$ cat src/rtl/seq_div_32_if.sv
// Handshake and result bus for the sequential 32-bit divider.
interface seq_div_32_if #(
  parameter int WIDTH = 32
);
  logic             start;
  logic [WIDTH-1:0] dividend;
  logic [WIDTH-1:0] divisor;
  logic             busy;
  logic             done;
  logic [WIDTH-1:0] quotient;
  logic [WIDTH-1:0] remainder;
  logic             div_by_zero;

  modport master (
    output start, dividend, divisor,
    input  busy, done, quotient, remainder, div_by_zero
  );

  modport slave (
    input  start, dividend, divisor,
    output busy, done, quotient, remainder, div_by_zero
  );
endinterface

$ cat src/rtl/seq_div_32.sv
// Unsigned restoring divider: one quotient bit per clock through a single
// add_sub_32 in subtract mode. Results are held in flops until the next done.

// 32-bit adder/subtractor. mode=1 computes a-b; carry_out=1 means no borrow.
module add_sub_32 (
  input  logic [31:0] a,
  input  logic [31:0] b,
  input  logic        mode,
  output logic [31:0] sum,
  output logic        carry_out
);
  logic [31:0] b_x;
  assign b_x              = b ^ {32{mode}};
  assign {carry_out, sum} = {1'b0, a} + {1'b0, b_x} + {32'b0, mode};
endmodule

module seq_div_32 #(
  parameter int WIDTH = 32  // add_sub_32 is fixed at 32 bits
) (
  input  logic         clk,
  input  logic         rst_n,
  seq_div_32_if.slave  bus
);
  localparam int CW = $clog2(WIDTH + 1);

  typedef enum logic [1:0] {IDLE, RUN, DONE} state_e;

  state_e           state_q, state_d;
  logic [CW-1:0]    cnt_q;
  logic [WIDTH-1:0] r_q, q_q, d_q;

  logic             busy_q, done_q, dbz_q;
  logic [WIDTH-1:0] quot_q, rem_q;

  // One iteration: shift R left pulling in Q's top bit; the bit falling out
  // of R extends the compare to WIDTH+1 bits so divisors >= 2^31 work.
  logic             msb, co, take;
  logic [WIDTH-1:0] rs, trial, r_nxt, q_nxt;
  logic             accept, dz, last;

  assign msb   = r_q[WIDTH-1];
  assign rs    = {r_q[WIDTH-2:0], q_q[WIDTH-1]};

  add_sub_32 u_sub (
    .a         (rs),
    .b         (d_q),
    .mode      (1'b1),
    .sum       (trial),
    .carry_out (co)
  );

  assign take  = msb | co;
  assign r_nxt = take ? trial : rs;
  assign q_nxt = {q_q[WIDTH-2:0], take};

  // start is only honoured outside RUN; a zero divisor short-circuits to DONE
  assign accept = (state_q != RUN) && bus.start;
  assign dz     = (bus.divisor == '0);
  assign last   = (state_q == RUN) && (cnt_q == CW'(1));

  // State register
  always_ff @(posedge clk) begin
    if (!rst_n) state_q <= IDLE;
    else        state_q <= state_d;
  end

  // Next-state logic
  always_comb begin
    state_d = state_q;
    case (state_q)
      IDLE:    if (bus.start) state_d = dz ? DONE : RUN;
      RUN:     if (cnt_q == CW'(1)) state_d = DONE;
      DONE:    if (bus.start) state_d = dz ? DONE : RUN;
               else           state_d = IDLE;
      default: state_d = IDLE;
    endcase
  end

  // Working registers: load on accept, iterate while in RUN
  always_ff @(posedge clk) begin
    if (!rst_n) begin
      r_q   <= '0;
      q_q   <= '0;
      d_q   <= '0;
      cnt_q <= '0;
    end else if (accept && !dz) begin
      r_q   <= '0;
      q_q   <= bus.dividend;
      d_q   <= bus.divisor;
      cnt_q <= CW'(WIDTH);
    end else if (state_q == RUN) begin
      r_q   <= r_nxt;
      q_q   <= q_nxt;
      cnt_q <= cnt_q - CW'(1);
    end
  end

  // Output flops: status follows next state, results update only entering DONE
  always_ff @(posedge clk) begin
    if (!rst_n) begin
      busy_q <= 1'b0;
      done_q <= 1'b0;
      quot_q <= '0;
      rem_q  <= '0;
      dbz_q  <= 1'b0;
    end else begin
      busy_q <= (state_d == RUN);
      done_q <= (state_d == DONE);
      if (accept && dz) begin
        quot_q <= '1;
        rem_q  <= bus.dividend;
        dbz_q  <= 1'b1;
      end else if (last) begin
        quot_q <= q_nxt;
        rem_q  <= r_nxt;
        dbz_q  <= 1'b0;
      end
    end
  end

  assign bus.busy        = busy_q;
  assign bus.done        = done_q;
  assign bus.quotient    = quot_q;
  assign bus.remainder   = rem_q;
  assign bus.div_by_zero = dbz_q;
endmodule
$ cat src/flat_wrapper.sv
// flat-port wrapper written by rule: the top's interface ports become plain ports
module seq_div_32_flat 
#(
  parameter int WIDTH = 32                                   
)
  (clk, rst_n, bus_start, bus_dividend, bus_divisor, bus_busy, bus_done, bus_quotient, bus_remainder, bus_div_by_zero);
  seq_div_32_if #(.WIDTH(WIDTH)) bus_i ();
  input  logic clk;
  input  logic rst_n;
  input wire logic [$bits(bus_i.start)-1:0] bus_start;
  input wire logic [$bits(bus_i.dividend)-1:0] bus_dividend;
  input wire logic [$bits(bus_i.divisor)-1:0] bus_divisor;
  output wire logic [$bits(bus_i.busy)-1:0] bus_busy;
  output wire logic [$bits(bus_i.done)-1:0] bus_done;
  output wire logic [$bits(bus_i.quotient)-1:0] bus_quotient;
  output wire logic [$bits(bus_i.remainder)-1:0] bus_remainder;
  output wire logic [$bits(bus_i.div_by_zero)-1:0] bus_div_by_zero;
  assign bus_i.start = bus_start;
  assign bus_i.dividend = bus_dividend;
  assign bus_i.divisor = bus_divisor;
  assign bus_busy = bus_i.busy;
  assign bus_done = bus_i.done;
  assign bus_quotient = bus_i.quotient;
  assign bus_remainder = bus_i.remainder;
  assign bus_div_by_zero = bus_i.div_by_zero;
  seq_div_32 #(.WIDTH(WIDTH)) u_core (.clk(clk), .rst_n(rst_n), .bus(bus_i));
endmodule
$ cat config.mk
export PLATFORM = sky130hd
export DESIGN_NAME = seq_div_32_flat
export DESIGN_NICKNAME = d
export VERILOG_FILES = /design/src/rtl/seq_div_32_if.sv /design/src/rtl/seq_div_32.sv /design/src/flat_wrapper.sv
export SDC_FILE = /design/constraint.sdc
export NUM_CORES = 1
export LEC_CHECK = 0
export ABC_AREA = 0
export CAP_MARGIN = 10
export CORE_MARGIN = 4
export CORE_UTILIZATION = 25
export CTS_CLUSTER_DIAMETER = 50
export CTS_CLUSTER_SIZE = 28
export DETAILED_ROUTE_END_ITERATION = 10
export GPL_TIMING_DRIVEN = 1
export PLACE_DENSITY = 0.52
export SETUP_SLACK_MARGIN = 0.15
export SLEW_MARGIN = 20
export SYNTH_ARGS = -nofsm -noshare
export SYNTH_HDL_FRONTEND = slang
export SYNTH_HIERARCHICAL = 1
export SYNTH_SLANG_ARGS = --single-unit
$ cat constraint.sdc
create_clock -name clk -period 4 [get_ports clk]
set_clock_uncertainty 0.2 [all_clocks]
set_input_delay 0.6 -clock clk [delete_from_list [all_inputs] [get_ports clk]]
set_output_delay 0.6 -clock clk [all_outputs]
set_load 0.05 [all_outputs]
## After elaboration in Yosys (flattened, before gate mapping)

Index checks and enable logic that the tools add are counted.

| operators by class | value |
|---|---|
| add/sub/neg operators | 3 |
| eq/ne operators | 6 |
| muxes and demuxes | 16 |
| bitwise operators | 3 |
| reduce and logical (&&, ||, !) cells | 10 |

Operators with widths:

| operator | count |
|---|---|
| $mux W32 | 7 |
| $add A32 B32 Y33 | 1 |
| $add A33 B1 Y33 const B | 1 |
| $logic_not A32 Y1 | 1 |
| $not A32 Y32 | 1 |
| $mux W6 | 2 |
| $mux W2 | 4 |
| $eq A6 B1 Y1 const B | 1 |
| $pmux W2 S3 | 1 |
| $sub A6 B1 Y6 const B | 1 |
| $eq A2 B1 Y1 const B | 2 |
| $eq A2 B2 Y1 const B | 2 |
| $logic_and A1 B1 Y1 | 4 |
| $reduce_bool A2 Y1 | 2 |
| $logic_not A2 Y1 | 1 |
| $mux W1 | 2 |
| $ne A2 B1 Y1 const B | 1 |
| $reduce_or A2 Y1 | 1 |
| $logic_not A1 Y1 | 1 |
| $not A1 Y1 | 1 |
| $or A1 B1 Y1 | 1 |

| storage, ports and cells | value |
|---|---|
| flip-flop bits (word level) | 171 |
| input bits | 67 |
| output and inout port bits | 67 |
| logic and storage cells | 49 |

## Depth between registers and ports, before layout

| logic depth | value |
|---|---|
| depth after elaboration | 7 |
| mapped depth | 18 |
| depth with buffers taken out | 15 |

## Cells and area by module

The synthesis kept the hierarchy.

By module, submodules not included:

| module | times used | cells each | area an instance (µm²) | seq. area each (µm²) |
|---|---|---|---|---|
| seq_div_32 | 1 | 775 | 7,134.3 | 3,423.3 |
| add_sub_32 | 1 | 294 | 2,132.0 | 0.0 |

## Worst setup path before layout

Ideal clock, no wire load.

| timing path | value |
|---|---|
| path type | reg-to-reg |
| from | register u_core.d_q[13] |
| to | register u_core.rem_q[25] (netlist: u_core/bus.remainder[25]) |
| setup time | 0.132 ns |
| data arrival time | 3.194 ns |
| data required time | 3.668 ns |
| setup slack | 0.474 ns |
| cell stages (with the launch flop) | 16 |
| buffers on the path | 1 |
| period minus slack after synthesis | 3.526 ns |
| cell sequence | dfxtp_1 xor2_1 ha_1 a21o_1 a31oi_1 o32ai_1 or3_1 a21oi_1 o21ai_1 a21o_1 nor2_1 buf_2 mux2i_1 nand2_1 o211ai_1 a21oi_1 |

| on the way | value |
|---|---|
| longest elaborated chain between the ends | 7 |

Ends and longest elaborated chain:

| element | line | RTL |
|---|---|---|
| start, declared | seq_div_32.sv:30 | `logic [WIDTH-1:0] r_q, q_q, d_q;` |
| start signal, assigned | seq_div_32.sv:89 | `d_q <= bus.divisor;` |
| $not A32 Y32 (no line) | - |  |
| $add A32 B32 Y33 | seq_div_32.sv:14 | `assign {carry_out, sum} = {1'b0, a} + {1'b0, b_x} + {32'b0, mode};` |
| $add A33 B1 Y33 | seq_div_32.sv:14 |  |
| net u_core.co | seq_div_32.sv:37 | `logic msb, co, take;` |
| $or A1 B1 Y1 | seq_div_32.sv:52 | `assign take = msb \| co;` |
| $mux W32 | seq_div_32.sv:53 | `assign r_nxt = take ? trial : rs;` |
| $mux W32 | seq_div_32.sv:113 | `end else if (last) begin` |
| $mux W32 | seq_div_32.sv:109 | `if (accept && dz) begin` |
| end signal, assigned | seq_div_32.sv:111 | `rem_q <= bus.dividend;` |
| end signal, assigned | seq_div_32.sv:115 | `rem_q <= r_nxt;` |
| end, declared | seq_div_32.sv:33 | `logic [WIDTH-1:0] quot_q, rem_q;` |

The timed path passes the listed nets, and every way through them passes these cells. The select of a mux whose other input is x is not followed.
A chain may end at the register's enable or synchronous reset.

## Final worst setup path

| timing path | value |
|---|---|
| from | register u_core.d_q[0] |
| to | register u_core.rem_q[13] (netlist: u_core/bus.remainder[13]) |

Same word-level chain as after synthesis.

==> summary.md <==
| Metric | Value |
|---|---|
| Antenna Nets Post-Route | `0` |
| I/O Buffers | `133` |
| Most frequent cells in the layout | `171 x dfxtp_1, 132 x clkdlybuf4s50_1, 131 x nor2_1, 124 x a21oi_1, 97 x nand2_1` |
| Pin count of the biggest net entering global routing | `67` |
| Clock root buffer | `clkbuf_16` |
| Top Ports | `134` |
| Tot Pwr | `4.45 mW` |
| Die Y | `201 microns` |
| Fin Hold WS | `269 ps` |
| GP Congestion | `0.843` |
| CTS buffer count | `17` |
| Starting DRT DRC Count | `454` |
| CP startpoint kind | `flip-flop` |
| First-pass GRT wire length | `44.3 mm` |
| Post-cts resize count | `0` |
| Status | `complete, no violations` |
| CTS Buffer Depth | `2` |
| Worst setup margin | `339 ps` |
| Max cap viols | `0` |
| Drt via density | `4.82` |
| Clock Pin Slew Worst Setup and Hold Paths | `70 ps` |
| Post-DP HPWL | `21.2 mm` |
| Fin area | `11,500 sq um` |
| Worst-Skew Late Latency | `440 ps` |
| Final Max Slew Viols | `0` |
| Register area share after synthesis | `36.9%` |
| Headroom to the max-slew limit | `50.7%` |
| Cell with the largest stage delay on the worst path | `mux2i_1` |
| Post-synth ARST share | `0%` |
| WP buf/inv | `1` |
| Area grow syn2layout | `24.4%` |
| Most used DFF post-synth | `dfxtp_1` |
| Final-stage net count | `1,263` |
| Starting Density | `25.3%` |
| Average wire per standard cell | `17.2 microns` |
| #FFs+latches synth | `171` |
| Synth Warn # | `6` |
| Top cell by count, worst path | `a21oi_1` |
| Leakage | `4.51 nW` |
| Core Rows | `70` |
| HP Class | `flip-flop to flip-flop` |
| Pre-Repair DR Iteration Count | `5` |
| Crit path kind | `flip-flop to flip-flop` |
| N_diodes | `0` |
| CP top delay family | `compound AO/OA/AOI/OAI gates` |
| Setup TNS | `0 ps` |
| Vias in the first global route | `7,553` |
| Die X | `201 microns` |
| Syn nets | `1,173` |
| CP endpoint kind | `flip-flop` |
| Worst-margin pin slew | `739 ps` |
| Commonest non-fill, non-tap cell in the layout | `dfxtp_1` |
| Period utilisation layout | `91.5%` |
| Cell area after synthesis | `9270 sq um` |
| Mean Syn Cell Area | `8.67 sq um` |
| CTS H-tree lvls | `4` |
| Post-layout minimum cycle time | `3660 ps` |
| CTS tree | `built` |
| Worst-path fanout max | `34` |
| Setup Buffers After CTS | `0` |
| Crit path DAT | `3780 ps` |
| Fraction of layout cells with a size suffix above 1 | `9.05%` |
| Post-Place Setup Slack | `256 ps` |
| Hold_buf cts | `0` |
| Final setup viols | `0` |
| Cell variety after synth | `62` |
| Worst EP required | `4120 ps` |
| Final Hold Fails | `0` |
| Pwr dens | `386 nW/um^2` |
| DRC | `0` |
| Grt ovf | `0` |
| Post-synth EDFFs | `0` |
| Vias | `7,895` |
| Flop2flop setup slack | `340 ps` |
| Peak supply drop | `0.274 mV` |
| CP max stage delay | `400 ps` |
| Placed inst area | `11,000 sq um` |
| RSZ-0062 raised after global routing | `yes` |
| Post-Synthesis Cells | `1,069` |
| Max Clk Rate | `0.273 GHz` |
| Crit-path cells | `mux2i_1 > fa_1 > nor2b_1 > o2111a_1 > o211ai_2 > a21oi_1 > a21oi_2 > o21ai_1 > a21o_1 > nor2_4 > buf_12 > mux2i_1 > nor2_1 > a21oi_1 > a21oi_1` |
| Clk sinks | `171` |
| Core Region | `36,600 sq um` |
| Antenna violations before repair | `2` |
| Total die area | `40,200 sq um` |
| DRT Wirelength | `28.2 mm` |
| Tot GR Track Use | `13.7%` |
-- cell type report --
type / instances / area, sq um
clock buffers: 20 / 447
clock inverters: 11 / 88.8
fillers: 3833 / 25100
inverters: 10 / 37.5
multi-input cells: 810 / 5460
flip-flops and latches: 171 / 3420
well taps: 468 / 586
repair buffers: 149 / 1480
-- power by group --
group	leakage, nW	switching [mW]	internal, mW
Clock	0.253	0.739	0.816
Sequential	1.40	0.0768	1.80
Combinational	2.86	0.604	0.416
Total	4.51	1.42	3.03
-- metrics by stage --
stage	util [%]	cells
global route	31.5	1639
CTS	31.4	1639
finish	31.5	1639
detailed placement	30.0	1608
floorplan	-	1069
global placement	30.0	1608
-- registers in the layout, summed over array words and instances (netlist names) --
name	count
u_core/bus.div_by_zero	1
u_core/q_q	32
u_core/bus.remainder	32
u_core/d_q	32
u_core/cnt_q	6
u_core/bus.busy	1
u_core/state_q	2
u_core/r_q	32
u_core/bus.quotient	32
u_core/bus.done	1
-- logic make-up after synthesis --
group	share of synthesized area, %
compound gates	22.4
mux	10.6
fa+ha+maj	5.08
flops	36.9
other cells	0.0405
xor+xnor	6.05
simple gates	14.3
buf+inv	4.56
-- layer usage --
metal / up-vias / GRT usage, % / share of wire (%)
met3: 41 / 4.62 / 7.1
li1: 3989 / - / -
met2: 192 / 19.4 / 40
met4: 4 / 4.15 / 2.1
met5: - / 0 / 0.050
met1: 3669 / 19.5 / 50
-- worst register-to-register path, cell delays in order (launching register included) --
cell and delay [ps]:
dfxtp_1 380, mux2i_1 300, fa_1 260, nor2b_1 70, o2111a_1 270, o211ai_2 260
a21oi_1 150, a21oi_2 250, o21ai_1 110, a21o_1 210, nor2_4 100, buf_12 260
mux2i_1 430, nor2_1 80, a21oi_1 130, a21oi_1 70
-- cell usage after synthesis (16+ instances only) --
cell type,instances,area share (%)
a31oi_1,21,1.4
nand2_1,97,3.9
xor2_1,45,4.3
o21ai_0,60,3.2
xnor2_1,19,1.8
mux2i_1,97,10
nor2_1,132,5.3
a211oi_2,26,3.5
o211ai_1,20,1.6
clkbuf_1,53,2.1
ha_1,36,4.9
dfxtp_1,171,37
a21oi_1,125,6.8
nand3_1,19,1.0
a21o_1,16,1.3
-- worst paths after layout --
path	depth (start not counted)	start	to
worst min register to register	2	u_core/bus.quotient[7]	u_core/bus.quotient[7]
worst max register to register	15	u_core/d_q[0]	u_core/bus.remainder[13]
worst min-delay path	2	u_core/bus.quotient[7]	u_core/bus.quotient[7]
worst max-delay path	15	u_core/d_q[0]	u_core/bus.remainder[13]
Power figures use the tool's default switching activity.
